<file path="src/rtl/div_seq.sv">
// Sequential restoring divider: 2N-bit dividend / N-bit divisor -> 2N-bit quotient, N-bit remainder.
// One quotient bit per clock; divide-by-zero completes immediately with an all-ones quotient.
module div_seq #(
  parameter int N = 8
) (
  input  logic           clk,
  input  logic           rst,
  input  logic           start,
  input  logic [2*N-1:0] a,
  input  logic [N-1:0]   b,
  output logic [2*N-1:0] q,
  output logic [N-1:0]   r,
  output logic           busy,
  output logic           done,
  output logic           dz
);

  localparam int CW = $clog2(2*N+1);

  typedef enum logic {
    IDLE = 1'b0,
    RUN  = 1'b1
  } state_t;

  state_t         state, state_n;
  logic [2*N-1:0] dvd, dvd_n;
  logic [2*N-1:0] qs, qs_n;
  logic [N-1:0]   dvs;
  logic [N-1:0]   p, p_n;
  logic [N:0]     t, diff;
  logic [CW-1:0]  cnt;
  logic           qbit;
  logic           last;

  // State register
  always_ff @(posedge clk or posedge rst) begin
    if (rst) state <= IDLE;
    else     state <= state_n;
  end

  // Next-state logic
  always_comb begin
    // NOTE: default assignment first, so no path through the case leaves state_n unassigned (no latch).
    state_n = state;
    case (state)
      IDLE:    if (start && (b != '0)) state_n = RUN;
      RUN:     if (cnt == CW'(1))      state_n = IDLE;
      default: state_n = IDLE;
    endcase
  end

  // Output logic
  always_comb begin
    busy = (state == RUN);
  end

  // One restoring step. The partial remainder is always below the divisor, so the
  // trial value is below twice the divisor and the borrow out of the N+1-bit subtract
  // alone decides the quotient bit; the kept remainder then fits in N bits.
  assign t     = {p, dvd[2*N-1]};
  assign diff  = t - {1'b0, dvs};
  assign qbit  = ~diff[N];
  assign p_n   = qbit ? diff[N-1:0] : t[N-1:0];
  assign qs_n  = {qs[2*N-2:0], qbit};
  assign dvd_n = {dvd[2*N-2:0], 1'b0};
  assign last  = (state == RUN) && (cnt == CW'(1));

  always_ff @(posedge clk or posedge rst) begin
    if (rst) begin
      dvd  <= '0;
      dvs  <= '0;
      p    <= '0;
      qs   <= '0;
      cnt  <= '0;
      q    <= '0;
      r    <= '0;
      dz   <= 1'b0;
      done <= 1'b0;
    end else begin
      // NOTE: non-blocking assignments so every register samples pre-edge values.
      done <= 1'b0;
      if (state == IDLE) begin
        if (start) begin
          if (b == '0) begin
            q    <= '1;
            r    <= '0;
            dz   <= 1'b1;
            done <= 1'b1;
          end else begin
            dvd <= a;
            dvs <= b;
            p   <= '0;
            qs  <= '0;
            cnt <= CW'(2*N);
          end
        end
      end else begin
        dvd <= dvd_n;
        p   <= p_n;
        qs  <= qs_n;
        cnt <= cnt - CW'(1);
        if (last) begin
          q    <= qs_n;
          r    <= p_n;
          dz   <= 1'b0;
          done <= 1'b1;
        end
      end
    end
  end

endmodule

</file>
<file path="config.mk">
export PLATFORM = sky130hd
export DESIGN_NAME = div_seq
export DESIGN_NICKNAME = d
export VERILOG_FILES = /design/src/rtl/div_seq.sv
export SDC_FILE = /design/constraint.sdc
export NUM_CORES = 1
export LEC_CHECK = 0
export BUFFER_PORTS_ARGS = -buffer_cell sky130_fd_sc_hd__buf_2
export CORE_MARGIN = 4
export CORE_UTILIZATION = 38
export CTS_BUF_LIST = sky130_fd_sc_hd__clkbuf_8
export CTS_CLUSTER_DIAMETER = 150
export DETAILED_ROUTE_END_ITERATION = 10
export SYNTH_ARGS = -nofsm -noshare
export SYNTH_HDL_FRONTEND = slang
export SYNTH_SLANG_ARGS = --single-unit
</file>
<file path="constraint.sdc">
create_clock -name clk -period 5.7 [get_ports clk]
set_input_delay 0.285 -clock clk [delete_from_list [all_inputs] [get_ports clk]]
set_output_delay 0.285 -clock clk [all_outputs]
set_load 0.005 [all_outputs]
</file>
Word-level counts from Yosys, hierarchy flattened
Cells that the tools add are included.
{ "totals": {"elab_cells": 59, "regBits": 79, "input_bits": 27, "out_inout_bits": 27} }
{ "op_classes": {"bitwise": 3, "eq_ne": 3, "n_mux": 32, "reduce_logical": 9, "n_addsub": 2} }
{ "op_table": {"columns": ["op", "count"], "rows": [
  ["16-bit two-way mux", 7],
  ["8-bit two-way mux", 8],
  ["15-bit two-way mux", 3],
  ["5-bit two-way mux", 3],
  ["1-bit two-way mux", 10],
  ["9-bit by 8-bit subtractor with 9-bit output", 1],
  ["8-bit zero test", 1],
  ["8-bit nonzero test", 1],
  ["3-bit AND reduction", 2],
  ["5-bit by 1-bit == test with 1-bit output (second input constant)", 1],
  ["5-bit by 1-bit subtractor with 5-bit output (second input constant)", 1],
  ["2-bit nonzero test", 2],
  ["1-bit NOT", 3],
  ["1-bit logical AND", 2],
  ["2-bit by 1-bit != test with 1-bit output (second input constant)", 1],
  ["2-bit != test (second input constant)", 1],
  ["1-bit one-hot mux with 2 select lines", 1],
  ["2-bit AND reduction", 1]
]} }

Longest topological paths before layout
{ "depth": {"ltp_word": 4, "depth_mapped": 11, "mapped_depth_nobuf": 10} }

Worst setup path after synthesis
Ideal clock, no wire load.
{ "synth_path": {"path_kind": "reg-to-reg", "startpoint": "reg dvd[15]", "endpoint": "reg p[1]", "stages_incl_launch_ff": 12, "arrival_ns": 2.673, "path_buffers": 1, "period_less_slack_ns": 2.794, "setup_time_ns": 0.121, "slack_ns": 2.906, "required_time_ns": 5.579, "cell_sequence": "dfrtp_1 > inv_1 > ha_1 > inv_1 > fa_1 > a211oi_1 > nor3_2 > mux2i_1 > a2111oi_4 > buf_6 > mux2_2 > a22o_1"} }
{ "synth_between": {"elab_chain_cells": 3} }
{ "synth_lines": {"columns": ["element", "line_no", "text"], "rows": [
  ["from (decl)", "26", "logic [2*N-1:0] dvd, dvd_n;"],
  ["from (signal assigned)", "98", "dvd <= dvd_n;"],
  ["9-bit by 8-bit subtractor with 9-bit output", "61", "assign diff = t - {1'b0, dvs};"],
  ["8-bit two-way mux", "63", "assign p_n = qbit ? diff[N-1:0] : t[N-1:0];"],
  ["8-bit two-way mux", "82", "if (state == IDLE) begin"],
  ["to (signal assigned)", "99", "p <= p_n;"],
  ["to (decl)", "29", "logic [N-1:0] p, p_n;"]
]} }
Every way passes these cells.
A chain may end at the register's enable or synchronous reset.

Worst setup path in the final report
{ "layout_path": {"startpoint": "reg dvd[15]", "endpoint": "reg r[3]"} }
{ "layout_between": {"elab_chain_cells": 4} }
{ "layout_lines": {"columns": ["element", "line_no", "text"], "rows": [
  ["9-bit by 8-bit subtractor with 9-bit output", "61", null],
  ["8-bit two-way mux", "63", null],
  ["8-bit two-way mux", "102", "if (last) begin"],
  ["8-bit two-way mux", "82", null],
  ["to (signal assigned)", "104", "r <= p_n;"],
  ["to (decl)", "12", "output logic [N-1:0] r,"]
]} }
Every way passes these cells. The select of a mux whose other input is x is not followed.

==> results.json <==
{
  "status": "finished clean",
  "crit_path_top_delay_cell": "a2111oi_4",
  "grt_max_degree": 80,
  "min_path_type": "in -> reg",
  "gp_congestion": 0.8200,
  "intPower_mw": 1.646,
  "wl_met2_mm": 3.430,
  "grt_pass1_vias": 2574,
  "placed_cell_area_mm2": 0.003846,
  "ys_seq_elements": 79,
  "ys.flop_type": "dfrtp_1",
  "cts_hold_repair.buffers": 0,
  "area_delta_synth_final_pct": 17.19,
  "topRoutingLayerUsed": "met5",
  "max_clock_freq_ghz": 0.3019,
  "leakage_nw": 2.059,
  "dp_cells": 449,
  "power_density_mw_per_mm2": 643.2,
  "ctsHtreeMaxLevel": 3,
  "io_pins": 54,
  "setup_viol": 0,
  "dp_hpwl_mm": 4.982,
  "die_w_um": 103.6,
  "portBuffers": 53,
  "num_vias": 2516,
  "fin_crit_ns": 3.313,
  "setup_tns_ns": 0,
  "syn_nets": 337,
  "wl_met1_mm": 3.457,
  "seqPwrFrac": 0.379,
  "drive_above_1_share": 0.2409,
  "grt.total_usage": 0.1482,
  "tightestPinTransition_ns": 0.9725,
  "post_drt_wl_per_cell_um": 16.06,
  "power_switching_uw": 971.4,
  "skew_ns": 0.008463,
  "path_common_cell": "inv_1",
  "drt-pass1-iter-count": 7,
  "die_area_mm2": 0.01073,
  "yosysSeqAreaShare": 0.5694,
  "yosys_warnings": 0,
  "synth_cell_type_count": 43,
  "ys_async_sr_fraction": 1.000,
  "combPwrFrac": 0.446,
  "slew-limit-headroom": 0.3517,
  "worst_slack_ns": 2.387,
  "cp.arrival_ns": 3.55,
  "start_util": 0.3943,
  "critPathLaunchType": "flop",
  "synth_area_per_cell_um2": 11.61,
  "rsz0062_at_grt": "no",
  "pre_cts_ws_ns": 2.410,
  "cts_root_buf": "clkbuf_8",
  "cp_slowest_stage_delay_ns": 0.85,
  "core_mm2": 0.008806,
  "drc": 0,
  "drt-total-wl_mm": 7.468,
  "maxSlewViolCount": 0,
  "cts_setup_buffers": 0,
  "drv_cap": 0,
  "cts_buffers": 9,
  "nets": 390,
  "hold_viol_final": 0,
  "placementRows": 34,
  "synth_cells": 299,
  "drtIter0Drc": 121,
  "grt_overflow": 0,
  "switching_share": 0.3712,
  "worst-path-buf-inv": 2,
  "fin_cells": 465,
  "grt_pass1_wl_mm": 12.91,
  "path_cells": "inv_1 > ha_1 > inv_1 > fa_1 > a211oi_1 > nor3_2 > mux2i_1 > a2111oi_4 > mux2_2 > a22o_1",
  "synth-edff-count": 0,
  "avgViaCountPerCell": 5.411,
  "clk_latency_ns": 0.35,
  "path_delay_family": "compound AO/OA/AOI/OAI gates",
  "diodes": 0,
  "netlist.area_leader.share": 0.5694,
  "vdd_drop_max_mv": 0.2121,
  "ant_nets": 0,
  "syn_area_mm2": 0.003472,
  "cts_tree": "done",
  "multi_input_area_mm2": 0.001325,
  "cts_sinks": 79,
  "synth_area_leader_cell": "dfrtp_1",
  "finalInstanceArea_mm2": 0.004069,
  "synthTopCellsByArea": "dfrtp_1, a222oi_1, o22a_1",
  "seqCellArea_mm2": 0.001977,
  "antenna_found_initial": 1,
  "final_common_cell": "dfrtp_1",
  "crit_type": "reg -> reg",
  "fin_util": 0.4621,
  "post_cts_resized": 0,
  "mostFrequentLayoutCells": "dfrtp_1, buf_2, inv_1",
  "critPathRequiredTime_ns": 5.93,
  "die_h_um": 103.6,
  "n_fill_cell": 826,
  "cp-end-kind": "flop",
  "met3_length_um": 507,
  "finalCritPeriodShare": 0.5812,
  "clockBufferDepth": 2,
  "clockPowerShare": 0.175,
  "path_clk_slew_ns": 0.08,
  "cp_max_fo": 12
}
## cells by family after synthesis
family | Yosys count | synth area share
multiplexers | 17 | 0.05153
adder cells (fa/ha/maj) | 11 | 0.04180
AO/OA/AOI/OAI | 85 | 0.1914
flip-flops | 79 | 0.5694
buffers and inverters | 45 | 0.05117
AND/OR/NAND/NOR | 56 | 0.07964
XOR/XNOR | 6 | 0.01514
## Yosys cell counts, drive strengths merged, types with 2 or more instances
| library cell | count |
|---|---|
| nand2 | 25 |
| o22a | 15 |
| buf | 4 |
| inv | 29 |
| a22o | 14 |
| nor3 | 5 |
| o21ai | 20 |
| nor4 | 3 |
| a222oi | 15 |
| a21oi | 10 |
| xor2 | 4 |
| dfrtp | 79 |
| xnor2 | 2 |
| mux2 | 4 |
| clkbuf | 11 |
| nor2 | 12 |
| a21o | 6 |
| mux2i | 13 |
| ha | 10 |
| or4 | 2 |
## state kept, by name, indices dropped and copies added, names as in the netlist
register,cells
q,16
p,8
done,1
dz,1
busy,1
dvd,16
r,8
cnt,5
dvs,8
qs,15
## final timing paths
check	startpoint	endpoint	slack, ns	cells past startpoint
worst max-delay path	dvd[15]$_DFFE_PP0P_	r[3]$_DFFE_PP0P_	2.39	10
worst min-delay path	a[6]	dvd[6]$_DFFE_PP0P_	0.14	3
worst max register to register	dvd[15]$_DFFE_PP0P_	r[3]$_DFFE_PP0P_	2.39	10
worst min register to register	q[3]$_DFFE_PP0P_	q[3]$_DFFE_PP0P_	0.49	1
max in group asynchronous	rst	dvs[7]$_DFFE_PP0P_	4.85	3
min in group asynchronous	rst	dvd[0]$_DFFE_PP0P_	0.23	3
## through the flow
| step | total power, mW | hold WS [ns] |
|---|---|---|
| after floorplan | 1.876 | 0.4018 |
| after global placement | 2.156 | 0.4680 |
| after detailed placement | 2.181 | 0.4763 |
| after CTS | 2.654 | 0.1206 |
| after global routing | 2.856 | 0.1278 |
| final | 2.617 | 0.1413 |
## cell type report
cell class / instances / share of cell area
sequential: 79 / 0.4859
multi-input combinational: 175 / 0.3256
timing repair buffer: 57 / 0.07257
clock buffer: 10 / 0.03383
tap: 108 / 0.03321
inverter: 30 / 0.02798
clock inverter: 6 / 0.02091
## per-layer routing
metal / global-route usage / up-vias
li1: - / 1193
met1: 0.1952 / 1246
met2: 0.2322 / 67
met3: 0.05162 / 8
met4: 0.04368 / 2
met5: 0 / -
## power groups by stage
stage | combinational, mW | clock [mW] | sequential (mW)
floorplan | 0.908 | 0 | 0.968
global placement | 1.16 | 0 | 0.998
detailed placement | 1.18 | 0 | 1.00
CTS | 1.19 | 0.474 | 0.994
global route | 1.33 | 0.497 | 1.02
finish | 1.17 | 0.457 | 0.993
## worst min-delay path: stages
cell      delay, ns
buf_2          0.08
a222oi_1       0.05
inv_1          0.05
Note: power is estimated with default switching activity, not from simulation.
